<file path="config.mk">
export PLATFORM = sky130hd
export DESIGN_NAME = lpf_seq_ctrl
export DESIGN_NICKNAME = d
export VERILOG_FILES = /design/src/rtl/lpf_seq_ctrl.sv
export SDC_FILE = /design/constraint.sdc
export NUM_CORES = 1
export LEC_CHECK = 0
export CORE_UTILIZATION = 50
export CTS_CLUSTER_DIAMETER = 60
export DETAILED_ROUTE_END_ITERATION = 16
export MAX_ROUTING_LAYER = met4
export PLACE_DENSITY = 0.87
export SYNTH_ARGS = -nofsm -noshare
export SYNTH_HDL_FRONTEND = slang
export SYNTH_SLANG_ARGS = --single-unit
export TNS_END_PERCENT = 10
</file>
<file path="constraint.sdc">
create_clock -name sys_clk -period 3 [get_ports sys_clk]
set_input_delay 0.9 -clock sys_clk [delete_from_list [all_inputs] [get_ports sys_clk]]
set_output_delay 0.9 -clock sys_clk [all_outputs]
set_load 0.02 [all_outputs]
</file>
<file path="src/rtl/lpf_seq_ctrl.sv">
// Sample sequencer feeding the lpf datapath from a synchronous-read sample memory.
// Optional macro LPF_SEQ_LOOP_EN adds loop_en/wrap for continuous cyclic playback.
module lpf_seq_ctrl #(
  parameter int unsigned ADDR_W  = 7,
  parameter int unsigned DEPTH   = 101,
  parameter int unsigned DIV_W   = 8,
  parameter int unsigned LPF_LAT = 3
) (
  input  logic              sys_clk,
  input  logic              rst,
  input  logic              start,
  input  logic              abort,
  input  logic [ADDR_W:0]   num_samp,
  input  logic [DIV_W-1:0]  rate_div,
`ifdef LPF_SEQ_LOOP_EN
  input  logic              loop_en,
  output logic              wrap,
`endif
  output logic [ADDR_W-1:0] mem_addr,
  input  logic [7:0]        mem_rdata,
  output logic [7:0]        lpf_in,
  output logic              lpf_in_vld,
  input  logic [7:0]        lpf_out,
  output logic [7:0]        res_dat,
  output logic              res_vld,
  output logic              busy,
  output logic              done
);

  localparam int unsigned VLD_W = LPF_LAT + 3;
  localparam logic [ADDR_W:0] DEPTH_N = (ADDR_W + 1)'(DEPTH);

  typedef enum logic [1:0] {IDLE, RUN, DRAIN} state_t;

  state_t              state_q, state_d;
  logic [ADDR_W-1:0]   mem_addr_q, mem_addr_d;
  logic [ADDR_W-1:0]   last_q, last_d;
  logic [DIV_W-1:0]    div_q, div_d;
  logic [DIV_W-1:0]    cnt_q, cnt_d;
  logic [VLD_W-1:0]    vld_q, vld_d;
  logic [7:0]          lpf_in_q, lpf_in_d;
  logic                lpf_in_vld_q, lpf_in_vld_d;
  logic [7:0]          res_dat_q, res_dat_d;
  logic                res_vld_q, res_vld_d;
  logic                busy_q, busy_d;
  logic                done_q, done_d;
  logic                tick_c;
  logic                loop_c;
  logic [ADDR_W:0]     n_c;

`ifdef LPF_SEQ_LOOP_EN
  logic                wrap_q, wrap_d;
  assign loop_c = loop_en;
  assign wrap   = wrap_q;
`else
  assign loop_c = 1'b0;
`endif

  assign n_c = (num_samp > DEPTH_N) ? DEPTH_N : num_samp;

  // Pass control, rate divider and the in-flight valid pipeline
  always_comb begin
    state_d    = state_q;
    mem_addr_d = mem_addr_q;
    last_d     = last_q;
    div_d      = div_q;
    cnt_d      = cnt_q;
    tick_c     = 1'b0;
    done_d     = 1'b0;
`ifdef LPF_SEQ_LOOP_EN
    wrap_d     = 1'b0;
`endif
    case (state_q)
      IDLE: begin
        if (start) begin
          if (n_c == '0) begin
            done_d = 1'b1;
          end else begin
            state_d    = RUN;
            mem_addr_d = '0;
            last_d     = ADDR_W'(n_c - (ADDR_W + 1)'(1));
            div_d      = rate_div;
            cnt_d      = rate_div;
            tick_c     = 1'b1;
          end
        end
      end
      RUN: begin
        cnt_d = cnt_q - DIV_W'(1);
        // Decide at the final tick whether the pass ends or wraps
        if (vld_q[0] && (mem_addr_q == last_q) && !loop_c) begin
          state_d = DRAIN;
        end else if (cnt_q == '0) begin
          tick_c = 1'b1;
          cnt_d  = div_q;
          if (mem_addr_q == last_q) begin
            mem_addr_d = '0;
`ifdef LPF_SEQ_LOOP_EN
            wrap_d     = 1'b1;
`endif
          end else begin
            mem_addr_d = mem_addr_q + ADDR_W'(1);
          end
        end
      end
      DRAIN: begin
        if (vld_q == '0) begin
          state_d = IDLE;
          done_d  = 1'b1;
        end
      end
      default: state_d = IDLE;
    endcase

    if (abort) begin
      state_d = IDLE;
      tick_c  = 1'b0;
      done_d  = 1'b0;
`ifdef LPF_SEQ_LOOP_EN
      wrap_d  = 1'b0;
`endif
    end

    vld_d        = abort ? '0 : {vld_q[VLD_W-2:0], tick_c};
    lpf_in_vld_d = vld_q[1] && !abort;
    lpf_in_d     = lpf_in_vld_d ? mem_rdata : lpf_in_q;
    res_vld_d    = vld_q[VLD_W-1] && !abort;
    res_dat_d    = res_vld_d ? lpf_out : res_dat_q;
    busy_d       = (state_d != IDLE);
  end

  // State and output registers
  always_ff @(posedge sys_clk) begin
    if (!rst) begin
      state_q      <= IDLE;
      mem_addr_q   <= '0;
      last_q       <= '0;
      div_q        <= '0;
      cnt_q        <= '0;
      vld_q        <= '0;
      lpf_in_q     <= '0;
      lpf_in_vld_q <= 1'b0;
      res_dat_q    <= '0;
      res_vld_q    <= 1'b0;
      busy_q       <= 1'b0;
      done_q       <= 1'b0;
`ifdef LPF_SEQ_LOOP_EN
      wrap_q       <= 1'b0;
`endif
    end else begin
      state_q      <= state_d;
      mem_addr_q   <= mem_addr_d;
      last_q       <= last_d;
      div_q        <= div_d;
      cnt_q        <= cnt_d;
      vld_q        <= vld_d;
      lpf_in_q     <= lpf_in_d;
      lpf_in_vld_q <= lpf_in_vld_d;
      res_dat_q    <= res_dat_d;
      res_vld_q    <= res_vld_d;
      busy_q       <= busy_d;
      done_q       <= done_d;
`ifdef LPF_SEQ_LOOP_EN
      wrap_q       <= wrap_d;
`endif
    end
  end

  assign mem_addr   = mem_addr_q;
  assign lpf_in     = lpf_in_q;
  assign lpf_in_vld = lpf_in_vld_q;
  assign res_dat    = res_dat_q;
  assign res_vld    = res_vld_q;
  assign busy       = busy_q;
  assign done       = done_q;

endmodule

</file>
==> impl_metrics.yaml <==
sta:
  finalSetupViolCount: 0
  maxSlewViolCount: 0
  finalSetupTns_ps: 0
  slew_headroom: 0.5290
  finalHoldViolations: 0
  fin_crit_sh: 0.9406
  rsz0062_at_grt: "no"
  tightest_slew_ps: 705.1
  period_needed_ps: 2822
  worst_clock_skew_ps: 9.420
  max_clock_freq_mhz: 354.4
critical_path:
  cp_cell_sequence: "clkdlybuf4s50_1, a211oi_1, o21bai_1, inv_1, nand2_1, ha_1, a31oi_2, buf_4, mux2_2, a32oi_1, o21ai_1"
  worst_setup_path_start_kind: "primary input"
  cp.required_ps: 3190
  end_kind: "flip-flop"
  arrival_ps: 3010
  critical_path_peak_fanout: 9
  path_class: "in2reg"
  max_stage_delay_ps: 420
  critPathSlowestCell: "clkdlybuf4s50_1"
floorplan:
  fp.dieH_um: 77.19
  start_util: 0.5165
  die_w_um: 77.19
  rows: 27
  io_pins: 63
  dieArea_sq_um: 5958
  core_region_area_sq_um: 5473
synth:
  syn_nets: 361
  synth_compound_area_frac: 0.1523
  yosysWarningCount: 0
  ys.flop_type: "dfxtp_1"
  async_flop_share: 0
  synth_edf_count: 0
  synth_adder_area_share: 0.02213
  synth_cell_types: 50
  synth-seq-cells: 58
  synth_xor_xnor_area_share: 0.05578
  synth_top_family_by_area: "simple AND/OR/NAND/NOR gates"
  synth_mux_area_frac: 0.07083
  syn_area_sq_um: 2826
  synth_cells: 320
  synth_seq_area_share: 0.4108
  synth.avg_cell_area_sq_um: 8.833
  yosys.area_share.simple: 0.2510
pwr:
  finalPower_w: 0.001725
  ir_drop_mv: 0.2675
  power_density_nw_per_um2: 453.6
  power_leakage_nw: 1.404
route:
  drc_errors: 0
  vias_per_cell: 5.484
  routed_wl_um: 6721
  drt_iter0_markers: 105
  num_vias: 2605
  detail-route-antenna-nets: 0
  drt-wirelength-per-cell_um: 14.15
  drtPass1Iterations: 4
clock_tree:
  clock_latency_ps: 330
  holdBufCountCts: 0
  path_clk_slew_ps: 70
  cts_sinks: 58
  tritoncts: "yes"
  clockBufferDepth: 2
  post_cts_resized: 0
  post-cts-setup-buffers: 0
  cts_root_buf: "clkbuf_8"
  htreeDepth: 3
  numCtsBuffers: 9
cells_and_area:
  layout_commonest_cell: "clkdlybuf4s50_1"
  nNetsFinal: 439
  mostFrequentLayoutCells: "62 x clkdlybuf4s50_1, 58 x dfxtp_1, 49 x nand2_1"
  drive_gt1_frac: 0.1241
  diodes: 0
  finalCoreUtilization: 0.6950
  area_growth_pct: 34.57
  instances_no_fill: 475
hold_path:
  min_path_type: "reg2reg"
placed_design:
  port_buffers: 62
  globalplace.congestion: 0.8509
  hpwl_um: 4673
  dp_cells: 459
job:
  drv_cap: 0
global_route:
  grt_pass1_vias: 2470
  grt_antenna_before_repair: 0
  grt_max_degree: 58
  grt_use_total: 0.2433
  grt_pass1_wl_um: 11220
  overflow: 0
outcome:
  outcome: "complete, no violations"
[power breakdown]
part | total [W] | switching, W | internal (W)
combinational | 0.000285 | 0.000138 | 0.000146
sequential | 0.000819 | 0.0000230 | 0.000796
clock | 0.000621 | 0.000304 | 0.000317
[cells by family after synthesis]
kind of cell	after synthesis
simple gates	137
compound gates	59
flops	58
buf+inv	24
mux	19
xor+xnor	18
fa+ha+maj	5
[routing by layer]
metal	GRT usage	part of all wire	vias to the layer above
met2	0.3956	0.47	94
met1	0.2915	0.45	1212
met4	0.1113	0.019	0
met3	0.04405	0.059	18
li1	-	-	1281
met5	-	0	-
[cell usage after synthesis, types with 2 or more instances]
library cell,instances,share of area
o211ai_1,4,0.011
clkbuf_1,10,0.013
dfxtp_1,58,0.41
inv_1,8,0.011
mux2_2,8,0.032
nand3_1,18,0.032
xnor2_1,14,0.043
a21boi_0,14,0.037
o31ai_1,4,0.011
nand2_1,49,0.065
nor3b_1,2,0.0053
nand2b_1,5,0.011
nand4_1,4,0.0089
buf_2,2,0.0035
a21oi_1,4,0.0071
o22ai_1,2,0.0044
nor2_1,12,0.016
and3_1,6,0.013
nor2b_1,12,0.027
ha_1,5,0.022
and2b_1,2,0.0053
nor3_1,9,0.016
a32oi_1,6,0.019
and2_1,10,0.022
o21ai_0,10,0.018
or3_1,2,0.0044
mux2i_1,11,0.039
a21boi_1,4,0.011
xor2_1,4,0.012
[layout make-up]
| class | count | area (sq um) |
|---|---|---|
| clock inverter | 5 | 30.03 |
| sequential | 58 | 1161 |
| multi-input combinational | 238 | 1560 |
| clock buffer | 11 | 141.4 |
| tap | 72 | 90.09 |
| inverter | 8 | 30.03 |
| timing repair buffer | 83 | 790.8 |
| fill | 417 | 1669 |
[sequential cells by signal, indices dropped and copies added, names as in the netlist]
register    cells
vld_q           6
busy            1
res_dat         8
state_q         2
mem_addr        7
div_q           8
lpf_in          8
done            1
last_q          7
res_vld         1
cnt_q           8
lpf_in_vld      1
[critical path: cells and delay by family]
kind	cells	cell delay [ps]
simple gates	1	70
mux	1	340
fa+ha+maj	1	230
compound gates	5	760
buf+inv	3	700
[final timing paths]
path                                   from       end  slack, ps  cells past startpoint
worst max-delay path            num_samp[2]  cnt_q[1]        180                     11
worst min-delay path               div_q[7]  div_q[7]        460                      2
worst max register to register  mem_addr[1]  cnt_q[4]        900                      5
worst min register to register     div_q[7]  div_q[7]        460                      2
[per-stage QoR]
stage               setup WS, ps  area (sq um)  hold slack, ps
global route               41.01          3804           471.6
detailed placement        -168.5          3632           444.0
global placement          -89.71          3632           430.1
finish                     178.2          3804           455.9
floorplan                  347.1          2826           420.5
CTS                        191.3          3804           456.0
Power figures use the tool's default switching activity.
